$ cat src/rtl/pipe_hazard_pkg.sv
// Shared types and constants for the decode-stage hazard/forwarding unit.
package pipe_hazard_pkg;

  localparam int DEPTH_DEF = 3;
  localparam int AW_DEF    = 5;

  // Entry field widths are fixed so one struct serves every legal parameter set.
  localparam int AW_MAX = 8;
  localparam int RDY_W  = 3;

  localparam int FWD_RF  = 0;
  localparam int FWD_EXE = 1;
  localparam int FWD_MEM = 2;
  localparam int FWD_WB  = 3;

  typedef struct packed {
    logic              v;
    logic [AW_MAX-1:0] rn;
    logic [RDY_W-1:0]  rdy;
  } entry_t;

endpackage

$ cat src/rtl/pipe_src_match.sv
// Nearest-match priority search for one source register over the in-flight writes.
module pipe_src_match
  import pipe_hazard_pkg::*;
#(
  parameter int DEPTH = DEPTH_DEF,
  parameter int AW    = AW_DEF,
  parameter int FW    = $clog2(DEPTH + 1)
) (
  input  entry_t          ents [DEPTH],
  input  logic [AW-1:0]   src,
  input  logic            used,
  output logic            hit,
  output logic [FW-1:0]   p,
  output logic            ready
);

  logic [RDY_W-1:0] rdy_near;

  // NOTE: every output gets a default first so no path leaves it unassigned (no latch).
  always_comb begin
    hit      = 1'b0;
    p        = '0;
    rdy_near = '0;
    if (used && src != '0) begin
      // Scan oldest to youngest so the lowest position wins.
      for (int i = DEPTH - 1; i >= 0; i--) begin
        if (ents[i].v && ents[i].rn == AW_MAX'(src)) begin
          hit      = 1'b1;
          p        = FW'(i + 1);
          rdy_near = ents[i].rdy;
        end
      end
    end
    ready = !hit || (RDY_W'(p) >= rdy_near);
  end

endmodule

$ cat src/rtl/pipe_hazard_unit.sv
// Decode-stage hazard unit: tracks in-flight writes, drives forwarding selects and load-use stall.
module pipe_hazard_unit
  import pipe_hazard_pkg::*;
#(
  parameter int DEPTH = DEPTH_DEF,
  parameter int AW    = AW_DEF,
  parameter int FW    = $clog2(DEPTH + 1),
  parameter int SCW   = 16
) (
  input  logic           clock,
  input  logic           resetn,
  input  logic           hold,
  input  logic           kill,
  input  logic           id_valid,
  input  logic [AW-1:0]  id_rs,
  input  logic [AW-1:0]  id_rt,
  input  logic           id_use_rs,
  input  logic           id_use_rt,
  input  logic           id_wreg,
  input  logic [AW-1:0]  id_rn,
  input  logic [FW-1:0]  id_rdy,
  output logic           nostall,
  output logic [FW-1:0]  fwda,
  output logic [FW-1:0]  fwdb,
  output logic           wb_valid,
  output logic [AW-1:0]  wb_rn,
  output logic [SCW-1:0] stall_cnt
);

  localparam logic [FW-1:0] DEPTH_F = FW'(DEPTH);

  entry_t        ents [DEPTH];
  entry_t        new_ent;
  logic [FW-1:0] rdy_clamped;
  logic          hit_a, hit_b, ready_a, ready_b;
  logic [FW-1:0] p_a, p_b;
  logic          stall_now, issue;

  pipe_src_match #(.DEPTH(DEPTH), .AW(AW), .FW(FW)) u_match_rs (
    .ents(ents), .src(id_rs), .used(id_use_rs),
    .hit(hit_a), .p(p_a), .ready(ready_a)
  );

  pipe_src_match #(.DEPTH(DEPTH), .AW(AW), .FW(FW)) u_match_rt (
    .ents(ents), .src(id_rt), .used(id_use_rt),
    .hit(hit_b), .p(p_b), .ready(ready_b)
  );

  always_comb begin
    rdy_clamped = id_rdy;
    if (id_rdy == '0)
      rdy_clamped = FW'(FWD_EXE);
    else if (id_rdy > DEPTH_F)
      rdy_clamped = DEPTH_F;
  end

  always_comb begin
    new_ent     = '0;
    new_ent.v   = id_wreg && (id_rn != '0);
    new_ent.rn  = AW_MAX'(id_rn);
    new_ent.rdy = RDY_W'(rdy_clamped);
  end

  // A killed instruction never stalls; it is replaced by a bubble instead.
  assign stall_now = id_valid && !kill && !(ready_a && ready_b);
  assign issue     = id_valid && !kill && !stall_now && !hold;

  assign nostall  = !stall_now;
  assign fwda     = (hit_a && ready_a) ? p_a : FW'(FWD_RF);
  assign fwdb     = (hit_b && ready_b) ? p_b : FW'(FWD_RF);
  assign wb_valid = ents[DEPTH-1].v;
  assign wb_rn    = ents[DEPTH-1].rn[AW-1:0];

  // NOTE: the entry array is small and its valid bits gate forwarding, so it is reset
  // like any other state; large data memories would normally be left unreset.
  always_ff @(posedge clock or negedge resetn) begin
    if (!resetn) begin
      for (int i = 0; i < DEPTH; i++) ents[i] <= '0;
    end else if (!hold) begin
      ents[0] <= issue ? new_ent : '0;
      for (int i = 1; i < DEPTH; i++) ents[i] <= ents[i-1];
    end
  end

  always_ff @(posedge clock or negedge resetn) begin
    if (!resetn)
      stall_cnt <= '0;
    else if (!hold && stall_now && stall_cnt != '1)
      stall_cnt <= stall_cnt + SCW'(1);
  end

endmodule

$ cat config.mk
export PLATFORM = sky130hd
export DESIGN_NAME = pipe_hazard_unit
export DESIGN_NICKNAME = d
export VERILOG_FILES = /design/src/rtl/pipe_hazard_pkg.sv /design/src/rtl/pipe_src_match.sv /design/src/rtl/pipe_hazard_unit.sv
export SDC_FILE = /design/constraint.sdc
export NUM_CORES = 1
export LEC_CHECK = 0
export CORE_MARGIN = 1.5
export CORE_UTILIZATION = 54
export DETAILED_ROUTE_END_ITERATION = 8
export GPL_ROUTABILITY_DRIVEN = 0
export GPL_TIMING_DRIVEN = 0
export MAX_ROUTING_LAYER = met4
export PLACE_DENSITY_LB_ADDON = 0.1
export SETUP_SLACK_MARGIN = 0.1
export SYNTH_ARGS = -nofsm -noshare
export SYNTH_HDL_FRONTEND = slang
export SYNTH_HIERARCHICAL = 1
export SYNTH_SLANG_ARGS = --single-unit
$ cat constraint.sdc
create_clock -name clock -period 6.27 [get_ports clock]
set_input_delay 0.627 -clock clock [delete_from_list [all_inputs] [get_ports clock]]
set_output_delay 0.627 -clock clock [all_outputs]
set_load 0.01 [all_outputs]
==> results_dict.tcl <==
set metrics [dict create \
    outcome "completed" \
    timing.final.crit_share_pct 78.1 \
    yosys.area.top_type_share_pct 38.8 \
    dp_hpwl_mm 4.36 \
    cp-startpoint "id_rs[1]" \
    p_per_area_nw_per_um2 167 \
    core_area_um2 4470 \
    clock_latency_ps 290 \
    cp-start-kind "input pin" \
    syn2layout_area_growth_pct 28.9 \
    max_stage_delay_ps 600 \
    viasPerCell 5.57 \
    post-route-util_pct 74.2 \
    ir_worst_vdd_mv 0.135 \
    netlist_instances 254 \
    fillers 338 \
    synthArstFlopShare_pct 100 \
    synth-edff-count 0 \
    synth_area_leader_cell "dfrtp_1" \
    synthXorXnorAreaFrac_pct 15.3 \
    antenna_found_initial 0 \
    crit_path_end_kind "output port" \
    avgSynthCellArea_um2 10.1 \
    fin_tns_setup_ps 0 \
    slew_headroom_pct 39.4 \
    syn_area_um2 2580 \
    grt_max_degree 41 \
    synthAdderAreaFrac_pct 2.43 \
    cts_resized 0 \
    place_inst 379 \
    clock_path_buffers 2 \
    fmax_mhz 204 \
    crit_type "in2out" \
    skew_ps 5.67 \
    start_util_pct 57.6 \
    design_area_um2 3320 \
    cap_violations 0 \
    fin_nets 364 \
    timing.rr.start "wb_valid" \
    hold_slack_ps 453 \
    rows 24 \
    yosysSeqAreaShare_pct 38.8 \
    drv_slew 0 \
    detail-route-antenna-nets 0 \
    dpl_cell_area_um2 3220 \
    setup_viol 0 \
    io_pins 52 \
    first_pass_iters 4 \
    p_leak_nw 1.40 \
    grt_pass1_vias 2039 \
    num_vias 2156 \
    cts_tree "built" \
    rsz0062_at_grt "false" \
    cts_setup_buffers 0 \
    arrival_ps 4270 \
    overflow 0 \
    synth_top_family_by_area "simple AND/OR/NAND/NOR gates" \
    io_buffers 50 \
    final-hold-violation-count 0 \
    critPathSlowestCell "clkdlybuf4s50_1" \
    cts_buffers 5 \
    wl_per_cell_um 14.7 \
    die_h_um 72.1 \
    critPathTopFamily "simple AND/OR/NAND/NOR gates" \
    ys.flop_type "dfrtp_1" \
    synth-simple-area-share_pct 24.6 \
    layout-drive-gt1-share_pct 12.8 \
    track_usage_pct 24.5 \
    ys_seq_elements 40 \
    period_needed_ps 4900 \
    cts_root_buffer "clkbuf_8" \
    hold_buffers 0 \
    diodes 0 \
    yosysUniqueCellTypes 44 \
    wl_mm 5.68 \
    synthMuxAreaShare_pct 7.57 \
    critPathMaxFanout 5 \
    drcViolationCount 0 \
    fin_cells 387 \
    crit_buf_inv 2 \
    fp.dieW_um 72.1 \
    clock_sinks 40 \
    grt_pass1_wl_mm 9.56 \
    crit_chain "clkdlybuf4s50_1, xnor2_1, nand2_1, or3_4, or3b_1, a311o_1, ha_1, a21oi_1, a41o_1, o31ai_1, nand2_1, nand2b_1, clkdlybuf4s50_1" \
    cts_max_level 2 \
    worstMarginPinSlew_ps 902 \
    drt_iter0_drc 95 \
    ys_warn_count 6 \
    synth_area_leaders "dfrtp_1 (39%), xnor2_1 (12%), mux2_2 (7.0%)" \
    die_area_um2 5200 \
    cp.required_ps 5640 \
    clk_pin_slew_worst_paths_ps 80 \
    synth_compound_area_share_pct 8.45 \
    hold_path_class "in2async" \
]
worst reg2reg max path, stage by stage (launching register included):
cell     delay, ps
dfrtp_1        380
nor4b_2        230
nand2_1        130
or3_4          430
or3b_1         360
a311o_1        360
ha_1           270
a21oi_1         60
a41o_1         190
o31ai_1        310
nand2_1        150
nor3_1         760
a32o_1         280
cell usage in the layout (no fill, tap or decap), types with 3 or more instances in the layout:
| master | netlist | layout |
|---|---|---|
| a22o_1 | 7 | 7 |
| or3b_1 | 4 | 4 |
| nor3_1 | 5 | 5 |
| conb_1 | 1 | 24 |
| nand2b_1 | 7 | 7 |
| clkdlybuf4s50_1 | 0 | 49 |
| nand2_1 | 20 | 20 |
| clkbuf_8 | 0 | 6 |
| xnor2_1 | 34 | 34 |
| nor2b_1 | 3 | 3 |
| buf_4 | 5 | 5 |
| and2_1 | 5 | 5 |
| mux2_2 | 16 | 16 |
| and3_1 | 10 | 10 |
| o21ai_0 | 4 | 4 |
| nand3_1 | 6 | 6 |
| nand4_1 | 13 | 13 |
| nor2_1 | 11 | 11 |
| xor2_1 | 11 | 11 |
| dfrtp_1 | 40 | 40 |
| ha_1 | 5 | 5 |
| clkbuf_1 | 6 | 6 |
| nor4_1 | 4 | 4 |
registers in the layout, indices dropped and copies added, names as in the netlist:
signal	cells
ents	18
stall_cnt	16
wb_rn	5
wb_valid	1
worst paths after layout:
kind                                  to  slack [ps]  cells after the start
min in group clock         stall_cnt[15]         500                      1
setup / recovery                 nostall        1370                     13
hold / removal              stall_cnt[2]         450                      1
hold reg to reg            stall_cnt[15]         500                      1
max in group asynchronous       wb_rn[3]        5260                      1
setup reg to reg                ents[35]        2290                     12
metrics by stage:
step / worst slack (ps) / total power (W)
final: 1370 / 0.000553
after CTS: 1380 / 0.000557
after global placement: 1380 / 0.000376
after global routing: 1200 / 0.000581
after floorplan: 2650 / 0.000335
after detailed placement: 1380 / 0.000378
cell usage after synthesis (2+ instances only):
master	instances
nor2_1	11
nand2b_1	7
or2_2	2
a22o_1	7
buf_4	5
or4b_1	2
or3_4	2
o21ai_0	4
and3_1	10
and2_1	5
a311oi_1	2
o31ai_1	2
nor4b_2	2
nand4_1	13
mux2_2	16
nor4b_1	2
nor4_1	4
ha_1	5
a211oi_1	2
clkbuf_1	6
or4_1	2
a31oi_1	2
nor3_1	5
nor2b_1	3
a311o_1	2
a41o_1	2
xor2_1	11
xnor2_1	34
a21oi_1	2
dfrtp_1	40
and2_2	2
or3b_1	4
nand2_1	20
nand3_1	6
per-layer routing:
metal / vias to the layer above / share of wire [%] / global-route usage [%]
met5: - / 0 / -
met4: 0 / 1.8 / 8.81
met3: 10 / 4.3 / 3.61
met2: 65 / 51 / 41.3
met1: 1028 / 43 / 30.3
li1: 1053 / - / -
power by group:
| part | internal, W | total [W] | switching [W] |
|---|---|---|---|
| Clock | 0.0000891 | 0.000181 | 0.0000920 |
| Sequential | 0.000270 | 0.000286 | 0.0000162 |
| Combinational | 0.0000500 | 0.0000862 | 0.0000361 |
cells by family (layout without fill, tap and decap cells):
family                     after synthesis  after routing
other                                    1             24
xor gates and xnor gates                45             45
AOI/OAI and AO/OA                       28             28
and+or+nand+nor                        105            105
muxes                                   17             17
DFF                                     40             40
buffers and inverters                   13             71
adders and majority gates                5              5
cell type report:
type	instances	area [um^2]	share of cell area (%)
clock inverter	2	15.0	0.452
clock buffer	6	82.6	2.49
buffer	13	68.8	2.07
tap	52	65.1	1.96
sequential	40	1000	30.1
multi-input combinational	224	1590	48.0
timing repair buffer	50	495	14.9
(Power assumes the default switching activity.)
